File: src/rtl/usec_delay_arbiter.sv
// Purpose: round-robin share of one microsecond delay timer among NUM_REQ requesters.
// Latency: grant->LOAD 1 cycle, done pulse at t+2+dur*CLK_MHZ (t+2 for dur=0).
// Backpressure: requests that arrive while busy wait on their level req; no queue beyond that.
module usec_delay_arbiter #(
    parameter int NUM_REQ = 4,
    parameter int DUR_W   = 16,
    parameter int CLK_MHZ = 50
) (
    input  logic                       clk,
    input  logic                       rst,
    input  logic [NUM_REQ-1:0]         req,
    input  logic [NUM_REQ*DUR_W-1:0]   dur,
    output logic                       busy,
    output logic [$clog2(NUM_REQ)-1:0] grant_id,
    output logic [NUM_REQ-1:0]         done,
    output logic [DUR_W-1:0]           remaining_us
);

    localparam int ID_W = $clog2(NUM_REQ);
    localparam int PS_W = (CLK_MHZ > 1) ? $clog2(CLK_MHZ) : 1;
    localparam logic [PS_W-1:0] PS_LAST = PS_W'(CLK_MHZ - 1);

    typedef enum logic [1:0] {
        IDLE  = 2'd0,
        LOAD  = 2'd1,
        COUNT = 2'd2,
        DONE  = 2'd3
    } state_t;

    state_t            state;
    state_t            state_nxt;
    logic [ID_W-1:0]   rr_ptr;
    logic [ID_W-1:0]   rr_nxt;
    logic [ID_W-1:0]   gid_nxt;
    logic [PS_W-1:0]   ps;
    logic [PS_W-1:0]   ps_nxt;
    logic [DUR_W-1:0]  rem_nxt;
    logic [DUR_W-1:0]  durs [NUM_REQ];
    logic [ID_W-1:0]   hi_pick;
    logic [ID_W-1:0]   lo_pick;
    logic              hi_vld;
    logic [ID_W-1:0]   pick;
    logic              owner_req;

    // Unpack the flat duration bus into one entry per requester.
    always_comb begin
        for (int i = 0; i < NUM_REQ; i++) begin
            durs[i] = dur[i*DUR_W +: DUR_W];
        end
    end

    // Round-robin pick: lowest requester above rr_ptr, else lowest overall (the wrap).
    always_comb begin
        hi_vld  = 1'b0;
        hi_pick = '0;
        lo_pick = '0;
        for (int i = NUM_REQ - 1; i >= 0; i--) begin
            if (req[i] && (ID_W'(i) > rr_ptr)) begin
                hi_vld  = 1'b1;
                hi_pick = ID_W'(i);
            end
            if (req[i]) begin
                lo_pick = ID_W'(i);
            end
        end
        pick = hi_vld ? hi_pick : lo_pick;
    end

    // Next-state and datapath update; an owner dropping req always wins over expiry.
    always_comb begin
        state_nxt = state;
        rem_nxt   = remaining_us;
        ps_nxt    = ps;
        gid_nxt   = grant_id;
        rr_nxt    = rr_ptr;
        owner_req = req[grant_id];
        case (state)
            IDLE: begin
                ps_nxt = '0;
                if (|req) begin
                    gid_nxt   = pick;
                    rem_nxt   = durs[pick];
                    state_nxt = LOAD;
                end
            end
            LOAD: begin
                ps_nxt = '0;
                if (!owner_req) begin
                    state_nxt = IDLE;
                    rem_nxt   = '0;
                    rr_nxt    = grant_id;
                end else if (remaining_us == '0) begin
                    state_nxt = DONE;
                end else begin
                    state_nxt = COUNT;
                end
            end
            COUNT: begin
                if (!owner_req) begin
                    state_nxt = IDLE;
                    rem_nxt   = '0;
                    rr_nxt    = grant_id;
                    ps_nxt    = '0;
                end else if (ps == PS_LAST) begin
                    ps_nxt  = '0;
                    rem_nxt = remaining_us - DUR_W'(1);
                    if (remaining_us == DUR_W'(1)) begin
                        state_nxt = DONE;
                    end
                end else begin
                    ps_nxt = ps + PS_W'(1);
                end
            end
            DONE: begin
                ps_nxt    = '0;
                rr_nxt    = grant_id;
                state_nxt = IDLE;
            end
            default: begin
                state_nxt = IDLE;
            end
        endcase
    end

    // State and datapath registers; reset gives requester 0 first priority.
    always_ff @(posedge clk or negedge rst) begin
        if (!rst) begin
            state        <= IDLE;
            rr_ptr       <= ID_W'(NUM_REQ - 1);
            grant_id     <= '0;
            ps           <= '0;
            remaining_us <= '0;
        end else begin
            state        <= state_nxt;
            rr_ptr       <= rr_nxt;
            grant_id     <= gid_nxt;
            ps           <= ps_nxt;
            remaining_us <= rem_nxt;
        end
    end

    // Outputs decode straight from registered state, so done is a clean one-cycle pulse.
    always_comb begin
        busy = (state != IDLE);
        for (int i = 0; i < NUM_REQ; i++) begin
            done[i] = (state == DONE) && (grant_id == ID_W'(i));
        end
    end

endmodule
File: config.mk
export PLATFORM = sky130hd
export DESIGN_NAME = usec_delay_arbiter
export DESIGN_NICKNAME = d
export VERILOG_FILES = /design/src/rtl/usec_delay_arbiter.sv
export SDC_FILE = /design/constraint.sdc
export NUM_CORES = 1
export LEC_CHECK = 0
export CAP_MARGIN = 20
export CORE_UTILIZATION = 45
export CTS_BUF_LIST = sky130_fd_sc_hd__clkbuf_8
export CTS_CLUSTER_DIAMETER = 80
export DETAILED_ROUTE_END_ITERATION = 12
export PLACE_DENSITY_LB_ADDON = 0.15
export SYNTH_ARGS = -nofsm -noshare
export SYNTH_HDL_FRONTEND = slang
export SYNTH_SLANG_ARGS = --single-unit
File: constraint.sdc
create_clock -name clk -period 5.7 [get_ports clk]
set_input_delay 1.425 -clock clk [delete_from_list [all_inputs] [get_ports clk]]
set_output_delay 1.425 -clock clk [all_outputs]
set_load 0.005 [all_outputs]
== Word level (Yosys, flattened, before mapping) ==
Index checks and enable logic that the tools add are counted.
Operators by class
  add/subtract/negate cells: 2
  order comparisons: 6
  equal/unequal tests: 13
  muxes and demuxes: 35
  bitwise logic cells: 1
  reduce and logical (&&, ||, !) cells: 21
Operators with widths (count)
  two-way mux 16 bit: 6
  one-hot mux 16 bit (3 select lines): 1
  binary-select mux 16 bit (select 2 bit): 1
  two-way mux 2 bit: 15
  equality test 16 x 1 -> 1 bit (second input constant): 1
  logical NOT 16 bit: 1
  subtractor 16 x 1 -> 16 bit (second input constant): 1
  two-way mux 6 bit: 2
  one-hot mux 6 bit (2 select lines): 1
  equality test 2 bit (second input constant): 4
  logical AND 1 bit: 8
  one-hot mux 2 bit (4 select lines): 1
  adder 6 x 1 -> 6 bit (second input constant): 1
  equality test 6 bit (second input constant): 1
  two-way mux 1 bit: 6
  inequality test 2 bit (second input constant): 3
  inequality test 3 bit (second input constant): 2
  equality test 2 x 1 -> 1 bit (second input constant): 2
  > comparator 1 x 2 -> 1 bit (first input constant): 2
  > comparator 2 bit (first input constant): 2
  logical NOT 2 bit: 2
  one-hot mux 2 bit (2 select lines): 1
  AND reduction 2 bit: 2
  AND reduction 4 bit: 1
  other kinds (10): 11
Storage, ports and cells
  register bits: 28
  bits of input ports: 70
  logic and storage cells: 83

== Depth between registers and ports, before layout ==
Gate-level depths: netlist (run 1).
  word-level depth: 13
  depth in mapped cells: 9

== Least setup slack after synthesis (run 1) ==
OpenSTA, ideal clock, no wires.
  path type: input to register
  start: input port req[0]
  end: register remaining_us[2]
  setup time: 0.146 ns
  arrival: 2.965 ns
  data required time: 5.554 ns
  setup slack: 2.589 ns
  cell stages on the path: 8
  path through: o21a_1 -> a211oi_2 -> buf_4 -> buf_4 -> mux2i_1 -> nand2_1 -> o211ai_1 -> o311ai_0
Between the ends
  word-level cells in the longest chain between the ends: 9
Ends and longest elaborated chain
  start: declaration: line 11  | input logic [NUM_REQ-1:0] req,
  logical AND 1 bit: line 58  | if (req[i] && (ID_W'(i) > rr_ptr)) begin
  two-way mux 2 bit / two-way mux 1 bit (equally long branches): line 58
  two-way mux 2 bit: line 66  | pick = hi_vld ? hi_pick : lo_pick;
  inverter 2 -> 3 bit (not written as such): line 82  | rem_nxt = durs[pick];
  binary-select mux 16 bit (select 2 bit): line 82
  two-way mux 16 bit (not written as such) (2 in a row): line 82
  two-way mux 16 bit: line 80  | if (|req) begin
  one-hot mux 16 bit (3 select lines): line 77  | case (state)
  end signal: assignment: line 138  | remaining_us <= rem_nxt;
  end: declaration: line 16  | output logic [DUR_W-1:0] remaining_us
Parallel ways exist; a longest one is shown, timed or not. The select of a mux whose other input is x is not followed.
A chain may end at the register's enable or synchronous reset.

== Worst setup path in the final report (run 1) ==
  start: input port req[3]
  end: register remaining_us[2]
Between the ends
  word-level cells in the longest chain between the ends: 12
Ends and longest elaborated chain (line)
  logical AND 1 bit: 58
  two-way mux 2 bit / two-way mux 1 bit (equally long branches) (4 in a row): 58
  two-way mux 2 bit: 66
  inverter 2 -> 3 bit (not written as such): 82
  binary-select mux 16 bit (select 2 bit): 82
  two-way mux 16 bit (not written as such) (2 in a row): 82
  two-way mux 16 bit: 80
  one-hot mux 16 bit (3 select lines): 77
Parallel ways exist; a longest one is shown, timed or not. The select of a mux whose other input is x is not followed.

==> results.toml, run 1 <==
[outcome]
status = "finished, final reports clean"

[global_route]
grt_max_degree = 32
grt_pass1_vias = 2014
overflow = 0
antenna_found_initial = 0
grtUsageTotal_pct = 23.19
grt_first_pass_wirelength_um = 9701

[placed_design]
dpl-instance-area_um2 = 3279
place_congestion = 0.8605
post-place-ws_ns = 1.239
dp_hpwl_um = 4757
place_inst = 408
port_buffers = 92

[finish]
postLayoutCoreUtil_pct = 69.01
area_growth_pct = 44.56
nets = 425
stdcell_area_um2 = 3324
antenna_cells = 0
drive_above_1_share_pct = 8.696
final_cells = 412

[critical_path]
start_kind = "input pin"
path_cells = "clkdlybuf4s50_1, mux4_2, a221o_1, nor2_1, o211ai_1, o311ai_0"
cp.arrival_ns = 4.33
worstSetupEndpointType = "flip-flop"
cp_max_fo = 24
critPathTopFamily = "compound AO/OA/AOI/OAI gates"
cp_slowest_cell = "nor2_1"
crit_type = "input pin to flip-flop"
cp_num_buf_inv = 1
slowest_delay_ns = 0.74
crit_required_ns = 5.86

[logic_synthesis]
synth_top_family_by_area = "simple AND/OR/NAND/NOR gates"
async_flop_share_pct = 100.0
ys_seq_area_share_pct = 30.58
ys_warn_count = 0
post_synth_xor_area_fraction_pct = 1.523
synthTopCellsByCount = "26 x dfrtp_1, 22 x mux2i_1, 21 x nand2_1, 21 x nor2_1"
synth_area_per_cell_um2 = 8.879
synth_edf_count = 0
synth-compound-area-share_pct = 20.18
synth_largest_area_cell = "dfrtp_1"
yosys-top-cells-area = "dfrtp_1 28%, mux2i_1 9.6%, mux2_2 6.9%"
synth_most_common_cell = "dfrtp_1"
synthFlopType = "dfrtp_1"
synthMuxAreaShare_pct = 17.41
syn_nets = 338
syn_inst = 259
synth-simple-area-share_pct = 20.67
netlist_area_um2 = 2300
yosysUniqueCellTypes = 48
ys_ff_latch = 28
synth_top_area_share_pct = 28.29
synthAdderAreaFrac_pct = 4.897

[timing]
relSlewSlack_pct = 40.77
period_share_pct = 73.07
hold_viol_final = 0
setup_tns_ns = 0
rsz0062_at_grt = "no"
period_minus_slack_ns = 4.165
skew_ns = 0.003859
fin_hold_ws_ns = 0.5022
max_freq_mhz = 240.1
final-setup-viol-count = 0
setup_ws_ns = 1.535
maxSlewViolCount = 0
worst_pin_slew_ns = 0.8804

[route]
wire_per_inst_um = 15.15
remaining_drc_errors = 0
drt_first_pass_iters = 4
vias = 2325
wl_um = 6242
antenna_left = 0
drtIter0Drc = 88
viasPerCell = 5.643

[pwr]
leakagePower_nw = 1.341
ir_worst_vdd_v = 0.0002187
p_per_area_nw_per_um2 = 439.1
power_mw = 1.460

[floorplanning]
rows = 25
die_x_um = 73.49
dieArea_um2 = 5400
core_area_um2 = 4817
ioPinCount = 93
start_util_pct = 47.74
fp.dieH_um = 73.49

[clock_network]
hold_buffers = 0
clockBufferDepth = 2
cts_root_buffer = "clkbuf_8"
numCtsBuffers = 3
cts-resized-gates = 0
clock_latency_ns = 0.28
postCtsSetupBuffers = 0
numClockSinks = 28
cts_tree = "done"
htreeDepth = 1
clkSlewWorstSetupHoldPaths_ns = 0.09

[min_path]
hold_path_class = "flip-flop to flip-flop"

[run]
maxCapViolCount = 0
power breakdown:
group	switching, mW	leakage (nW)	total (mW)	internal, mW
combinational	0.491	0.955	0.966	0.474
clock	0.0618	0.0269	0.110	0.0484
sequential	0.102	0.359	0.384	0.282
total	0.655	1.34	1.46	0.805
placed cells by master, fill, tap and decap left out, types with 6 or more instances in the layout:
| master | n |
|---|---|
| dfrtp_1 | 26 |
| mux2_2 | 14 |
| nor2_1 | 21 |
| nor3_1 | 8 |
| nand2_1 | 21 |
| nand3_1 | 11 |
| clkdlybuf4s50_1 | 92 |
| nand2b_1 | 6 |
| inv_1 | 10 |
| o21ai_0 | 15 |
| o211ai_1 | 10 |
| a21oi_1 | 15 |
| mux2i_1 | 22 |
| ha_1 | 9 |
per-layer routing:
layer  up-vias  wire length, um  global-route usage, %
li1       1140                -                      -
met1      1075             2993                  34.03
met2       102             2672                  35.17
met3         8              493                  3.704
met4         0               83                  6.624
met5         -                0                      0
state kept, by name, summed over array words and instances (netlist names):
signal	count
remaining_us	16
ps	6
grant_id	2
rr_ptr	2
state	2
path summary, 6_finish.rpt:
path	startpoint	end	slack (ns)	depth (start not counted)
worst max-delay path	req[3]	remaining_us[2]	1.53	6
worst min-delay path	ps[0]	ps[0]	0.50	1
worst max register to register	grant_id[0]	remaining_us[2]	2.63	5
worst min register to register	ps[0]	ps[0]	0.50	1
max in group asynchronous	rst	rr_ptr[0]	3.87	2
min in group asynchronous	rst	ps[2]	1.52	2
layout make-up:
type,count,area (um^2)
fillers,429,1493
clock buffers,3,41.29
inverters,9,33.78
clock inverters,1,3.754
multi-input cells,208,1508
well taps,67,83.83
flip-flops and latches,28,703.2
repair buffers,96,950.9
cells by family after synthesis:
kind of cell,count (synthesis)
fa+ha+maj,9
mux,37
simple gates,93
flops,28
xor+xnor,4
buf+inv,23
compound gates,65
(Power assumes the default switching activity.)
==> run 2: changes to the inputs <==
clock period = 4.2 ns   (was 5.7 ns; I/O delays follow)
==> results.toml, run 2 (synthesis gave the netlist of run 1 again) <==
[outcome]
status = "finished, final reports clean"

[global_route]
grt_first_pass_wirelength_um = 9577
antenna_found_initial = 0
grtUsageTotal_pct = 23.25
grt_pass1_vias = 1998
grt_max_degree = 36
overflow = 0

[finish]
stdcell_area_um2 = 3342
top_register = "remaining_us"
fillers = 418
drive_above_1_share_pct = 9.249
nets = 426
antenna_cells = 0
final_common_cell = "clkdlybuf4s50_1"
largest_register_ffs = 16
final_cells = 413
most-common-layout-cells = "92 x clkdlybuf4s50_1, 26 x dfrtp_1, 22 x mux2i_1"
reg_top3 = "remaining_us (16), ps (6)"
area_growth_pct = 45.32

[placed_design]
dp_hpwl_um = 4821
dpl-instance-area_um2 = 3287
place_congestion = 0.8690
place_inst = 409
port_buffers = 92

[timing]
hold_viol_final = 0
maxSlewViolCount = 0
setup_tns_ns = 0
skew_ns = 0.01140
final-setup-viol-count = 0
rsz0062_at_grt = "no"
worst_pin_slew_ns = 0.7541
period_minus_slack_ns = 3.309
max_freq_mhz = 302.2
period_share_pct = 78.78
relSlewSlack_pct = 49.71

[clock_network]
cts-resized-gates = 0
htreeDepth = 1
postCtsSetupBuffers = 0
clkSlewWorstSetupHoldPaths_ns = 0.10
cts_root_buffer = "clkbuf_8"
cts_tree = "done"
clock_latency_ns = 0.29
hold_buffers = 0
numCtsBuffers = 3
numClockSinks = 28
clockBufferDepth = 2

[route]
viasPerCell = 5.627
wl_um = 6347
remaining_drc_errors = 0
vias = 2324
wire_per_inst_um = 15.37
drtIter0Drc = 127
drt_first_pass_iters = 4
antenna_left = 0

[pwr]
swShare_pct = 44.82
clock_power_share_pct = 8.5
p_per_area_nw_per_um2 = 607.1
power.switching_uw = 909.4
p_seq_share_pct = 25.6
leakagePower_nw = 1.349
comb_power_share_pct = 65.9
ir_worst_vdd_v = 0.0002835
p_int_mw = 1.120

[floorplanning]
core_area_um2 = 4817
die_x_um = 73.49
fp.dieH_um = 73.49
ioPinCount = 93
start_util_pct = 47.74
dieArea_um2 = 5400
rows = 25

[min_path]
hold_path_class = "flip-flop to flip-flop"
holdPathEnd = "ps[0]"
min_path_cells = 1
min_from = "ps[0]"

[critical_path]
worstSetupEndpointType = "flip-flop"
rr_worst_depth = 8
start_kind = "input pin"
crit_required_ns = 4.41
timing.rr.start = "state[0]"
crit_type = "input pin to flip-flop"
cp_max_fo = 24
reg2reg_slack_ns = 1.47
cp.arrival_ns = 3.52
r2r-end = "remaining_us[8]"

[run]
maxCapViolCount = 0
## run 2: changes by cell type in the layout (fill, tap and decap cells not counted), sizes merged
cell	change
clkbuf	+1
buf	+1
inv	-1
## run 2: layer usage
metal / wire length [um] / GRT usage (%)
met1: 2927 / 31.84
met4: 110 / 8.120
met2: 2789 / 37.41
met5: 0 / 0
met3: 518 / 3.429
## run 2: final cells by class
type / count / area [um^2] / share of cell area [%]
timing repair buffer: 97 / 958.4 / 28.68
tap: 67 / 83.83 / 2.508
sequential: 28 / 703.2 / 21.04
inverter: 9 / 33.78 / 1.011
clock buffer: 4 / 55.05 / 1.647
multi-input combinational: 208 / 1508 / 45.11
## run 2: power by group through the flow
| stage | Combinational [mW] | Clock, mW | Sequential, mW |
|---|---|---|---|
| after floorplan | 0.898 | 0 | 0.489 |
| after global routing | 1.46 | 0.184 | 0.538 |
| after detailed placement | 1.33 | 0 | 0.522 |
| after global placement | 1.29 | 0 | 0.520 |
| after CTS | 1.34 | 0.173 | 0.518 |
| final | 1.34 | 0.172 | 0.519 |
## run 2: worst max path at each step
stage               slack [ns]    from  cells past startpoint               end
finish                    0.89  req[3]                      5  remaining_us[11]
CTS                       0.90  req[3]                      5  remaining_us[11]
global placement          0.65  req[3]                      5  remaining_us[11]
global route              0.78  req[3]                      7   remaining_us[2]
detailed placement        0.59  req[3]                      5  remaining_us[11]
floorplan                 1.46  req[0]                      8   remaining_us[2]
## run 2: worst max-delay path: stages
cell             delay, ns
clkdlybuf4s50_1       0.50
mux4_2                0.64
a221o_1               0.64
or3_4                 0.51
o31ai_2               0.17
## run 2: metrics by stage
step	util, %	hold WS (ns)	total power, mW	setup WS, ns
floorplan	-	0.4608	1.387	1.464
global placement	68.23	0.4812	1.814	0.6535
detailed placement	68.23	0.4873	1.857	0.5926
CTS	69.38	0.5029	2.031	0.9032
global route	69.38	0.5213	2.178	0.7762
finish	69.38	0.5053	2.029	0.8911
==> run 3: changes to the inputs <==
CORE_UTILIZATION = 41   (was 45)
clock period = 2.8 ns   (was 4.2 ns; I/O delays follow)
==> results.toml, run 3 (synthesis gave the netlist of run 1 again) <==
[global_route]
grt_first_pass_wirelength_um = 10560
grt_max_degree = 29
grt_pass1_vias = 2243
grtUsageTotal_pct = 21.98
overflow = 0
antenna_found_initial = 0

[critical_path]
cp.depth = 6
crit_type = "input pin to flip-flop"
rr_worst_depth = 8
cp.arrival_ns = 2.87
cp_slowest_cell = "mux4_2"
timing.critical_path.to = "remaining_us[11]"
worstSetupEndpointType = "flip-flop"
path_cells = "clkdlybuf4s50_1, mux4_2, a221o_1, buf_4, or3_4, o31ai_2"
critPathTopFamily = "buffers and inverters"
timing.rr.start = "state[0]"
start_kind = "input pin"
slowest_delay_ns = 0.55
cp_max_fo = 7
cp-startpoint = "req[3]"
r2r-end = "remaining_us[11]"
reg2reg_slack_ns = 0.44
cp_num_buf_inv = 2
crit_required_ns = 2.99

[finish]
most-common-layout-cells = "92 x clkdlybuf4s50_1, 27 x buf_4, 26 x dfrtp_1"
antenna_cells = 0
fillers = 443
area_growth_pct = 56.15
final_common_cell = "clkdlybuf4s50_1"
postLayoutCoreUtil_pct = 68.56
final_cells = 442
top_register = "remaining_us"
largest_register_ffs = 16
stdcell_area_um2 = 3591
drive_above_1_share_pct = 15.59
nets = 452
reg_top3 = "remaining_us (16), ps (6)"

[route]
antenna_left = 0
topRoutingLayerUsed = "met4"
wl_um = 6430
met3WireLength_um = 415
remaining_drc_errors = 0
drtIter0Drc = 115
met1_length_um = 3051
viasPerCell = 5.475
drt_first_pass_iters = 4
vias = 2420
wire_per_inst_um = 14.55
met2_length_um = 2894

[timing]
skew_ns = 0.002551
hold_viol_final = 0
max_freq_mhz = 372.8
maxSlewViolCount = 0
rsz0062_at_grt = "no"
period_share_pct = 95.80
relSlewSlack_pct = 61.03
period_minus_slack_ns = 2.682
fin_hold_ws_ns = 0.4947
worst_pin_slew_ns = 0.5792
setup_tns_ns = 0
final-setup-viol-count = 0

[clock_network]
clock_latency_ns = 0.27
clockBufferDepth = 2
cts-resized-gates = 0
cts_root_buffer = "clkbuf_8"
htreeDepth = 1
cts_tree = "done"
numCtsBuffers = 3
hold_buffers = 0
clkSlewWorstSetupHoldPaths_ns = 0.10
numClockSinks = 28

[min_path]
min_from = "ps[0]"
hold_path_class = "flip-flop to flip-flop"

[floorplanning]
dieArea_um2 = 5913
rows = 26
die_x_um = 76.90
ioPinCount = 93
start_util_pct = 43.91
fp.dieH_um = 76.90
core_area_um2 = 5238

[pwr]
p_per_area_nw_per_um2 = 946.8
ir_worst_vdd_v = 0.0004977
leakagePower_nw = 1.493

[placed_design]
place_inst = 434
place_congestion = 0.8249
dpl-instance-area_um2 = 3506
dp_hpwl_um = 5083
port_buffers = 92

[outcome]
status = "finished, final reports clean"

[run]
maxCapViolCount = 0
## run 3: cell types whose count changed in the layout (fill, tap and decap cells not counted)
| cell | previous run | this run |
|---|---|---|
| buf_4 | 5 | 27 |
| buf_12 | 0 | 4 |
## run 3: layer usage
layer  GRT usage (%)  vias up
met2           34.73       79
met3           2.976        6
li1                -     1194
met4           5.192        0
met5               0        -
met1           31.50     1141
## run 3: repair_timing
| action | in CTS | in global routing |
|---|---|---|
| setup endpoints to repair | 0 | 3 |
| endpoints found under the hold margin | 0 | 0 |
| setup buffers | 0 | 4 |
## run 3: per-stage QoR
step                      setup WS (ns)  total power [mW]
final                            0.1177             3.400
after detailed placement        -0.1741             3.099
after CTS                        0.1216             3.369
after floorplan                  0.4139             2.081
after global routing            0.03932             3.672
after global placement          -0.1561             3.060
## run 3: power breakdown
part,switching (mW),internal (mW),total [mW]
Combinational,1.09,1.27,2.36
Sequential,0.211,0.574,0.785
Clock,0.127,0.126,0.253
## run 3: layout make-up
| type | count | area (um^2) | share of cell area [%] |
|---|---|---|---|
| well taps | 70 | 87.58 | 2.439 |
| multi-input cells | 208 | 1508 | 41.99 |
| clock buffers | 4 | 55.05 | 1.533 |
| inverters | 9 | 33.78 | 0.9408 |
| repair buffers | 123 | 1204 | 33.52 |
| flip-flops and latches | 28 | 703.2 | 19.58 |
## run 3: how the worst min path moves through the flow
| stage | to | slack, ns | depth (start not counted) |
|---|---|---|---|
| after global routing | ps[0] | 0.52 | 1 |
| after global placement | ps[0] | 0.48 | 1 |
| after floorplan | grant_id[0] | 0.40 | 0 |
| after detailed placement | ps[0] | 0.49 | 1 |
| after CTS | ps[0] | 0.50 | 1 |
| final | ps[0] | 0.49 | 1 |
